### src/rtl/xm_decode_stage_if.sv
// Fetch-to-execute bus of the XMakina decode stage.
// The stage uses the slave view; its environment uses master.
interface xm_decode_stage_if #(
    parameter int WORD   = 16,
    parameter int FLAG_W = 4
);
    logic [WORD-1:0]   inst_i;
    logic              inst_valid_i;
    logic              inst_ready_o;
    logic [FLAG_W-1:0] flags_i;
    logic              flush_i;
    logic              dec_valid_o;
    logic              dec_ready_i;
    logic [WORD-1:0]   inst_o;
    logic [4:0]        instOp_o;
    logic [2:0]        regAdrA_o;
    logic [2:0]        regAdrB_o;
    logic              byteOp_o;
    logic              exec_o;
    logic              cexActive_o;

    modport slave (
        input  inst_i, inst_valid_i, flags_i, flush_i, dec_ready_i,
        output inst_ready_o, dec_valid_o, inst_o, instOp_o,
        output regAdrA_o, regAdrB_o, byteOp_o, exec_o, cexActive_o
    );

    modport master (
        output inst_i, inst_valid_i, flags_i, flush_i, dec_ready_i,
        input  inst_ready_o, dec_valid_o, inst_o, instOp_o,
        input  regAdrA_o, regAdrB_o, byteOp_o, exec_o, cexActive_o
    );
endinterface

### src/rtl/xm_decode_stage.sv
// XMakina registered decode stage with valid/ready flow control
// and conditional-execution block sequencing.
module xm_decode_stage #(
    parameter int WORD   = 16,
    parameter int CNT_W  = 3,
    parameter int FLAG_W = 4
) (
    input  logic clk_i,
    input  logic rstn_i,
    xm_decode_stage_if.slave bus
);
    localparam logic [4:0] OP_CBR  = 5'd2;
    localparam logic [4:0] OP_LBR  = 5'd3;
    localparam logic [4:0] OP_ALU  = 5'd4;
    localparam logic [4:0] OP_ALD  = 5'd5;
    localparam logic [4:0] OP_AST  = 5'd6;
    localparam logic [4:0] OP_RLD  = 5'd7;
    localparam logic [4:0] OP_RST  = 5'd8;
    localparam logic [4:0] OP_IMM  = 5'd9;
    localparam logic [4:0] OP_SWP  = 5'd10;
    localparam logic [4:0] OP_TRP  = 5'd11;
    localparam logic [4:0] OP_CEX  = 5'd12;

    typedef enum logic [1:0] {IDLE, TBLK, FBLK} state_t;

    function automatic logic [4:0] f_decode(input logic [WORD-1:0] w);
        logic [4:0] op;
        op = OP_ALU;
        unique case (1'b1)
            w[15:13] == 3'b000: op = OP_LBR;
            w[15:13] == 3'b001: op = OP_CBR;
            w[15:12] == 4'b0100 && w[11:8] == 4'b1100: op = OP_SWP;
            w[15:12] == 4'b0100 && w[11:8] != 4'b1100: op = OP_ALU;
            w[15:10] == 6'b010100: op = OP_ALD;
            w[15:10] == 6'b010101: op = OP_AST;
            w[15:10] == 6'b010110: op = OP_TRP;
            w[15:10] == 6'b010111: op = OP_CEX;
            w[15:13] == 3'b011: op = OP_IMM;
            w[15:14] == 2'b10: op = OP_RLD;
            w[15:14] == 2'b11: op = OP_RST;
        endcase
        return op;
    endfunction

    // flag bits are {V,N,Z,C}
    function automatic logic f_cond(input logic [3:0] c,
                                    input logic [FLAG_W-1:0] fl);
        logic v, n, z, cy, r;
        {v, n, z, cy} = fl[3:0];
        unique case (c)
            4'd0:  r = z;
            4'd1:  r = !z;
            4'd2:  r = cy;
            4'd3:  r = !cy;
            4'd4:  r = n;
            4'd5:  r = !n;
            4'd6:  r = v;
            4'd7:  r = !v;
            4'd8:  r = cy && !z;
            4'd9:  r = !cy || z;
            4'd10: r = n == v;
            4'd11: r = n != v;
            4'd12: r = !z && (n == v);
            4'd13: r = z || (n != v);
            4'd14: r = 1'b1;
            default: r = 1'b0;
        endcase
        return r;
    endfunction

    state_t           r_state, w_state_nxt;
    logic [CNT_W-1:0] r_tcnt, w_tcnt_nxt;
    logic [CNT_W-1:0] r_fcnt, w_fcnt_nxt;
    logic             r_res, w_res_nxt;
    logic             r_valid;
    logic [WORD-1:0]  r_inst;
    logic [4:0]       r_op;
    logic             r_exec;
    logic             r_cex_act;

    logic             w_accept;
    logic [4:0]       w_op;
    logic             w_is_cex;
    logic             w_exec;
    logic [CNT_W-1:0] w_t;
    logic [CNT_W-1:0] w_f;

    assign bus.inst_ready_o = !r_valid || bus.dec_ready_i;
    assign w_accept = bus.inst_valid_i && bus.inst_ready_o;
    assign w_op     = f_decode(bus.inst_i);
    assign w_is_cex = (w_op == OP_CEX);
    assign w_t      = bus.inst_i[3+CNT_W-1:3];
    assign w_f      = bus.inst_i[CNT_W-1:0];

    always_comb begin
        w_state_nxt = r_state;
        w_tcnt_nxt  = r_tcnt;
        w_fcnt_nxt  = r_fcnt;
        w_res_nxt   = r_res;
        w_exec      = 1'b1;
        if (w_accept) begin
            unique case (r_state)
                IDLE: begin
                    if (w_is_cex) begin
                        w_res_nxt  = f_cond(bus.inst_i[9:6], bus.flags_i);
                        w_tcnt_nxt = w_t;
                        w_fcnt_nxt = w_f;
                        if (w_t != '0)      w_state_nxt = TBLK;
                        else if (w_f != '0) w_state_nxt = FBLK;
                    end
                end
                TBLK: begin
                    // a nested CEX just occupies a slot and never runs
                    w_exec     = r_res && !w_is_cex;
                    w_tcnt_nxt = r_tcnt - CNT_W'(1);
                    if (r_tcnt == CNT_W'(1))
                        w_state_nxt = (r_fcnt != '0) ? FBLK : IDLE;
                end
                FBLK: begin
                    w_exec     = !r_res && !w_is_cex;
                    w_fcnt_nxt = r_fcnt - CNT_W'(1);
                    if (r_fcnt == CNT_W'(1))
                        w_state_nxt = IDLE;
                end
                default: w_state_nxt = IDLE;
            endcase
        end
    end

    always_ff @(posedge clk_i) begin
        if (!rstn_i) begin
            r_state   <= IDLE;
            r_tcnt    <= '0;
            r_fcnt    <= '0;
            r_res     <= 1'b0;
            r_valid   <= 1'b0;
            r_inst    <= '0;
            r_op      <= '0;
            r_exec    <= 1'b0;
            r_cex_act <= 1'b0;
        end else if (bus.flush_i) begin
            r_state   <= IDLE;
            r_tcnt    <= '0;
            r_fcnt    <= '0;
            r_valid   <= 1'b0;
            r_cex_act <= 1'b0;
        end else if (w_accept) begin
            r_state   <= w_state_nxt;
            r_tcnt    <= w_tcnt_nxt;
            r_fcnt    <= w_fcnt_nxt;
            r_res     <= w_res_nxt;
            r_valid   <= 1'b1;
            r_inst    <= bus.inst_i;
            r_op      <= w_op;
            r_exec    <= w_exec;
            r_cex_act <= (w_state_nxt != IDLE);
        end else if (bus.dec_ready_i) begin
            r_valid   <= 1'b0;
        end
    end

    assign bus.dec_valid_o = r_valid;
    assign bus.inst_o      = r_inst;
    assign bus.instOp_o    = r_op;
    assign bus.regAdrA_o   = r_inst[2:0];
    assign bus.regAdrB_o   = r_inst[5:3];
    assign bus.byteOp_o    = r_inst[6];
    assign bus.exec_o      = r_exec;
    assign bus.cexActive_o = r_cex_act;
endmodule

### src/flat_wrapper.sv
// flat-port wrapper written by rule: the top's interface ports become plain ports
module xm_decode_stage_flat 
#(
    parameter int WORD   = 16,
    parameter int CNT_W  = 3,
    parameter int FLAG_W = 4
)
  (clk_i, rstn_i, bus_inst_i, bus_inst_valid_i, bus_flags_i, bus_flush_i, bus_dec_ready_i, bus_inst_ready_o, bus_dec_valid_o, bus_inst_o, bus_instOp_o, bus_regAdrA_o, bus_regAdrB_o, bus_byteOp_o, bus_exec_o, bus_cexActive_o);
  xm_decode_stage_if #(.WORD(WORD), .FLAG_W(FLAG_W)) bus_i ();
  input  logic clk_i;
  input  logic rstn_i;
  input wire logic [$bits(bus_i.inst_i)-1:0] bus_inst_i;
  input wire logic [$bits(bus_i.inst_valid_i)-1:0] bus_inst_valid_i;
  input wire logic [$bits(bus_i.flags_i)-1:0] bus_flags_i;
  input wire logic [$bits(bus_i.flush_i)-1:0] bus_flush_i;
  input wire logic [$bits(bus_i.dec_ready_i)-1:0] bus_dec_ready_i;
  output wire logic [$bits(bus_i.inst_ready_o)-1:0] bus_inst_ready_o;
  output wire logic [$bits(bus_i.dec_valid_o)-1:0] bus_dec_valid_o;
  output wire logic [$bits(bus_i.inst_o)-1:0] bus_inst_o;
  output wire logic [$bits(bus_i.instOp_o)-1:0] bus_instOp_o;
  output wire logic [$bits(bus_i.regAdrA_o)-1:0] bus_regAdrA_o;
  output wire logic [$bits(bus_i.regAdrB_o)-1:0] bus_regAdrB_o;
  output wire logic [$bits(bus_i.byteOp_o)-1:0] bus_byteOp_o;
  output wire logic [$bits(bus_i.exec_o)-1:0] bus_exec_o;
  output wire logic [$bits(bus_i.cexActive_o)-1:0] bus_cexActive_o;
  assign bus_i.inst_i = bus_inst_i;
  assign bus_i.inst_valid_i = bus_inst_valid_i;
  assign bus_i.flags_i = bus_flags_i;
  assign bus_i.flush_i = bus_flush_i;
  assign bus_i.dec_ready_i = bus_dec_ready_i;
  assign bus_inst_ready_o = bus_i.inst_ready_o;
  assign bus_dec_valid_o = bus_i.dec_valid_o;
  assign bus_inst_o = bus_i.inst_o;
  assign bus_instOp_o = bus_i.instOp_o;
  assign bus_regAdrA_o = bus_i.regAdrA_o;
  assign bus_regAdrB_o = bus_i.regAdrB_o;
  assign bus_byteOp_o = bus_i.byteOp_o;
  assign bus_exec_o = bus_i.exec_o;
  assign bus_cexActive_o = bus_i.cexActive_o;
  xm_decode_stage #(.WORD(WORD), .CNT_W(CNT_W), .FLAG_W(FLAG_W)) u_core (.clk_i(clk_i), .rstn_i(rstn_i), .bus(bus_i));
endmodule
### config.mk
export PLATFORM = sky130hd
export DESIGN_NAME = xm_decode_stage_flat
export DESIGN_NICKNAME = d
export VERILOG_FILES = /design/src/rtl/xm_decode_stage_if.sv /design/src/rtl/xm_decode_stage.sv /design/src/flat_wrapper.sv
export SDC_FILE = /design/constraint.sdc
export NUM_CORES = 1
export LEC_CHECK = 0
export CORE_UTILIZATION = 40
export DETAILED_ROUTE_END_ITERATION = 7
export MAX_ROUTING_LAYER = met4
export PLACE_DENSITY = 0.7
export SKIP_CTS_REPAIR_TIMING = 1
export SKIP_LAST_GASP = 1
export SLEW_MARGIN = 20
export SYNTH_ARGS = -nofsm -noshare
export SYNTH_HDL_FRONTEND = slang
export SYNTH_SLANG_ARGS = --single-unit
### constraint.sdc
create_clock -name clk_i -period 3.9 [get_ports clk_i]
set_clock_uncertainty 0.15 [all_clocks]
set_input_delay 1.17 -clock clk_i [delete_from_list [all_inputs] [get_ports clk_i]]
set_output_delay 1.17 -clock clk_i [all_outputs]
set_load 0.03 [all_outputs]
==> flow_metrics.env <==
export IMPL_pin_count=57
export IMPL_grt_remaining_overflow=0
export IMPL_ys_seq_elements=32
export IMPL_vias=1664
export IMPL_drive_gt1_share_pct=8.66
export IMPL_p_leak_nw=0.910
export IMPL_routed_top_layer="met4"
export IMPL_synth_mux_area_share_pct=1.06
export IMPL_seqCellArea_um2=641
export IMPL_htree_levels=2
export IMPL_critical_path_depth=3
export IMPL_rsz0062_at_grt="false"
export IMPL_yosysMostFrequentCell="nand2_1"
export IMPL_swShare_pct=27.0
export IMPL_place_gp_congestion=0.846
export IMPL_synth_top_cells_by_count="nand2_1 (40), dfxtp_1 (32), a21boi_0 (17)"
export IMPL_clkLatencyLatePin_ns=0.28
export IMPL_crit_top_cell="clkdlybuf4s50_1"
export IMPL_diodes=0
export IMPL_clock_sinks=32
export IMPL_synth_simple_gate_area_share_pct=22.8
export IMPL_antenna_found_initial=0
export IMPL_ys_seq_area_share_pct=33.9
export IMPL_syn_nets=263
export IMPL_hold_class="register to register"
export IMPL_fin_crit_sh_pct=95.9
export IMPL_pwr_share_seq_pct=45.3
export IMPL_arrival_ns=2.42
export IMPL_p_sw_mw=0.205
export IMPL_groute_usage_overall_pct=17.6
export IMPL_finalSetupViolCount=0
export IMPL_critPathBufInv=2
export IMPL_power_mw=0.760
export IMPL_pwr_share_comb_pct=20.4
export IMPL_worstSetupPathType="input port to output port"
export IMPL_netlist_area_mm2=0.00189
export IMPL_cts_tree="done"
export IMPL_final_core_util_pct=56.7
export IMPL_firstDrtPassIters=6
export IMPL_areaGrowthSynthToFinish_pct=33.4
export IMPL_fin_setup_tns_ns=0
export IMPL_worstSetupStartpointType="input port"
export IMPL_status="complete, but fails checks"
export IMPL_synth_top_family_by_area="compound AO/OA/AOI/OAI gates"
export IMPL_yosysWarnings=0
export IMPL_clock_fmax_ghz=0.267
export IMPL_max_cap_viol_count=0
export IMPL_synth_compound_area_share_pct=25.9
export IMPL_nNetsFinal=310
export IMPL_syn_inst=229
export IMPL_core_mm2=0.00444
export IMPL_crit_path_end="bus_inst_ready_o"
export IMPL_rrSetupSlack_ns=1.94
export IMPL_fp_dieW_um=70.7
export IMPL_synth_cell_types=51
export IMPL_design_die_area_mm2=0.00500
export IMPL_startpoint="bus_dec_ready_i"
export IMPL_async_flop_share_pct=0
export IMPL_p_int_mw=0.555
export IMPL_critPathMaxStageDelay_ns=0.69
export IMPL_cts_buffer_depth=2
export IMPL_multi_input_area_mm2=0.00111
export IMPL_crit_path_top_delay_cell="clkdlybuf4s50_1"
export IMPL_synth_edf_count=0
export IMPL_synth_top_area_share_pct=33.9
export IMPL_worstPathCellList="clkdlybuf4s50_1 -> nand2b_1 -> clkdlybuf4s50_1"
export IMPL_path_clk_slew_ns=0.06
export IMPL_wl_met3_um=170
export IMPL_worstPathMaxFanout=2
export IMPL_drt_iter0_markers=77
export IMPL_die_y_um=70.7
export IMPL_required_ns=2.58
export IMPL_postRouteAntennaNets=0
export IMPL_num_rows=24
export IMPL_grt_max_degree=24
export IMPL_m1WireLength_mm=2.00
export IMPL_initial_core_util_pct=42.5
export IMPL_grt_first_pass_wirelength_mm=6.83
export IMPL_viasPerCell=5.06
export IMPL_reg2reg_from="u_core.r_state[0]"
export IMPL_p_clk_share_pct=34.2
export IMPL_drt_total_wl_mm=4.14
export IMPL_drcViolationCount=8
export IMPL_fin_crit_ns=3.74
export IMPL_cts_root_buf="clkbuf_8"
export IMPL_syn_area_per_cell_um2=8.25
export IMPL_synthAdderAreaFrac_pct=5.96
export IMPL_ys_top_cells_by_area="dfxtp_1 (34%), nand2_1 (7.9%), a21boi_0 (6.8%)"
export IMPL_synth_xor_area_share_pct=2.32
export IMPL_nFillCells=432
export IMPL_wl_per_cell_um=12.6
export IMPL_drv_slew=0
export IMPL_post_dp_cell_area_mm2=0.00243
export IMPL_final_design_area_no_fill_mm2=0.00252
export IMPL_dp_hpwl_mm=3.01
export IMPL_peakVddDrop_v=0.000111
export IMPL_met2_length_mm=1.91
export IMPL_reg2regPathDepth=7
export IMPL_hold_viol=0
export IMPL_powerDensity_mw_per_mm2=302
export IMPL_critPathTopFamily="buffers and inverters"
export IMPL_rr_endpoint="u_core.r_tcnt[0]"
export IMPL_end_kind="output port"
export IMPL_whs_ns=0.304
export IMPL_yosys_area_top_type="dfxtp_1"
export IMPL_failed_checks="design-rule violations"
export IMPL_port_buffers=55
export IMPL_grt_pass1_vias=1518
export IMPL_synthFlopType="dfxtp_1"
export IMPL_hold_path_depth=2
export IMPL_numCtsBuffers=5
==> layout by cell type (no fill, tap or decap), types with 3 or more instances in the layout <==
cell / n
a21boi_0: 17
a21oi_1: 14
a22oi_1: 3
buf_4: 4
clkbuf_8: 6
clkdlybuf4s50_1: 55
dfxtp_1: 32
ha_1: 9
inv_1: 10
nand2_1: 40
nand2b_1: 8
nor2_1: 5
nor2b_1: 11
o21ai_0: 10
xor2_1: 3
==> worst min path at each step <==
stage,slack [ns],startpoint,end
final,0.30,u_core.r_tcnt[1],u_core.r_tcnt[1]
after global routing,0.33,u_core.r_tcnt[1],u_core.r_tcnt[1]
after CTS,0.31,u_core.r_tcnt[1],u_core.r_tcnt[1]
after detailed placement,0.30,u_core.r_tcnt[1],u_core.r_tcnt[1]
after global placement,0.29,u_core.r_tcnt[1],u_core.r_tcnt[1]
after floorplan,0.28,u_core.r_fcnt[1],u_core.r_fcnt[1]
==> power by group through the flow <==
stage	Clock, mW	Sequential [mW]	Combinational, mW
floorplan	0	0.374	0.0672
global placement	0	0.352	0.154
detailed placement	0	0.352	0.155
CTS	0.268	0.345	0.156
global route	0.283	0.346	0.166
finish	0.260	0.345	0.155
==> worst register-to-register path, stage by stage (launching register included) <==
cell and delay [ns]:
dfxtp_1 0.35, inv_1 0.13, ha_1 0.25, nand4_1 0.19, nor2_4 0.19, o21bai_2 0.14, or3b_1 0.36, a21oi_1 0.14
==> registers in the layout, summed over array words and instances, names as in the netlist, 2 cells and up <==
register,count
u_core.bus.instOp_o,4
u_core.r_fcnt,3
u_core.bus.inst_o,16
u_core.r_tcnt,3
u_core.r_state,2
==> metrics by stage <==
step	setup slack, ns	cells
final	0.159	329
after global routing	0.103	329
after CTS	0.145	329
after detailed placement	0.149	321
after global placement	0.186	321
after floorplan	1.08	229
==> routing by layer <==
metal,vias to the layer above,GRT usage (%)
met4,0,6.00
li1,872,-
met3,4,3.99
met2,41,28.7
met1,747,21.5
met5,-,-
==> layout make-up <==
class                           instances  share of cell area, %
Multi-Input combinational cell        168                   43.9
Inverter                               10                   1.49
Timing Repair Buffer                   59                   23.0
Clock buffer                            8                   3.57
Tap cell                               52                   2.58
Sequential cell                        32                   25.4
==> cell families (layout without fill, tap and decap cells) <==
family                     after synthesis  after routing
muxes                                    2              2
buffers and inverters                   29             77
DFF                                     32             32
other                                    1              1
and+or+nand+nor                         83             83
xor gates and xnor gates                 5              5
adders and majority gates                9              9
AOI/OAI and AO/OA                       68             68
(Power assumes the default switching activity.)
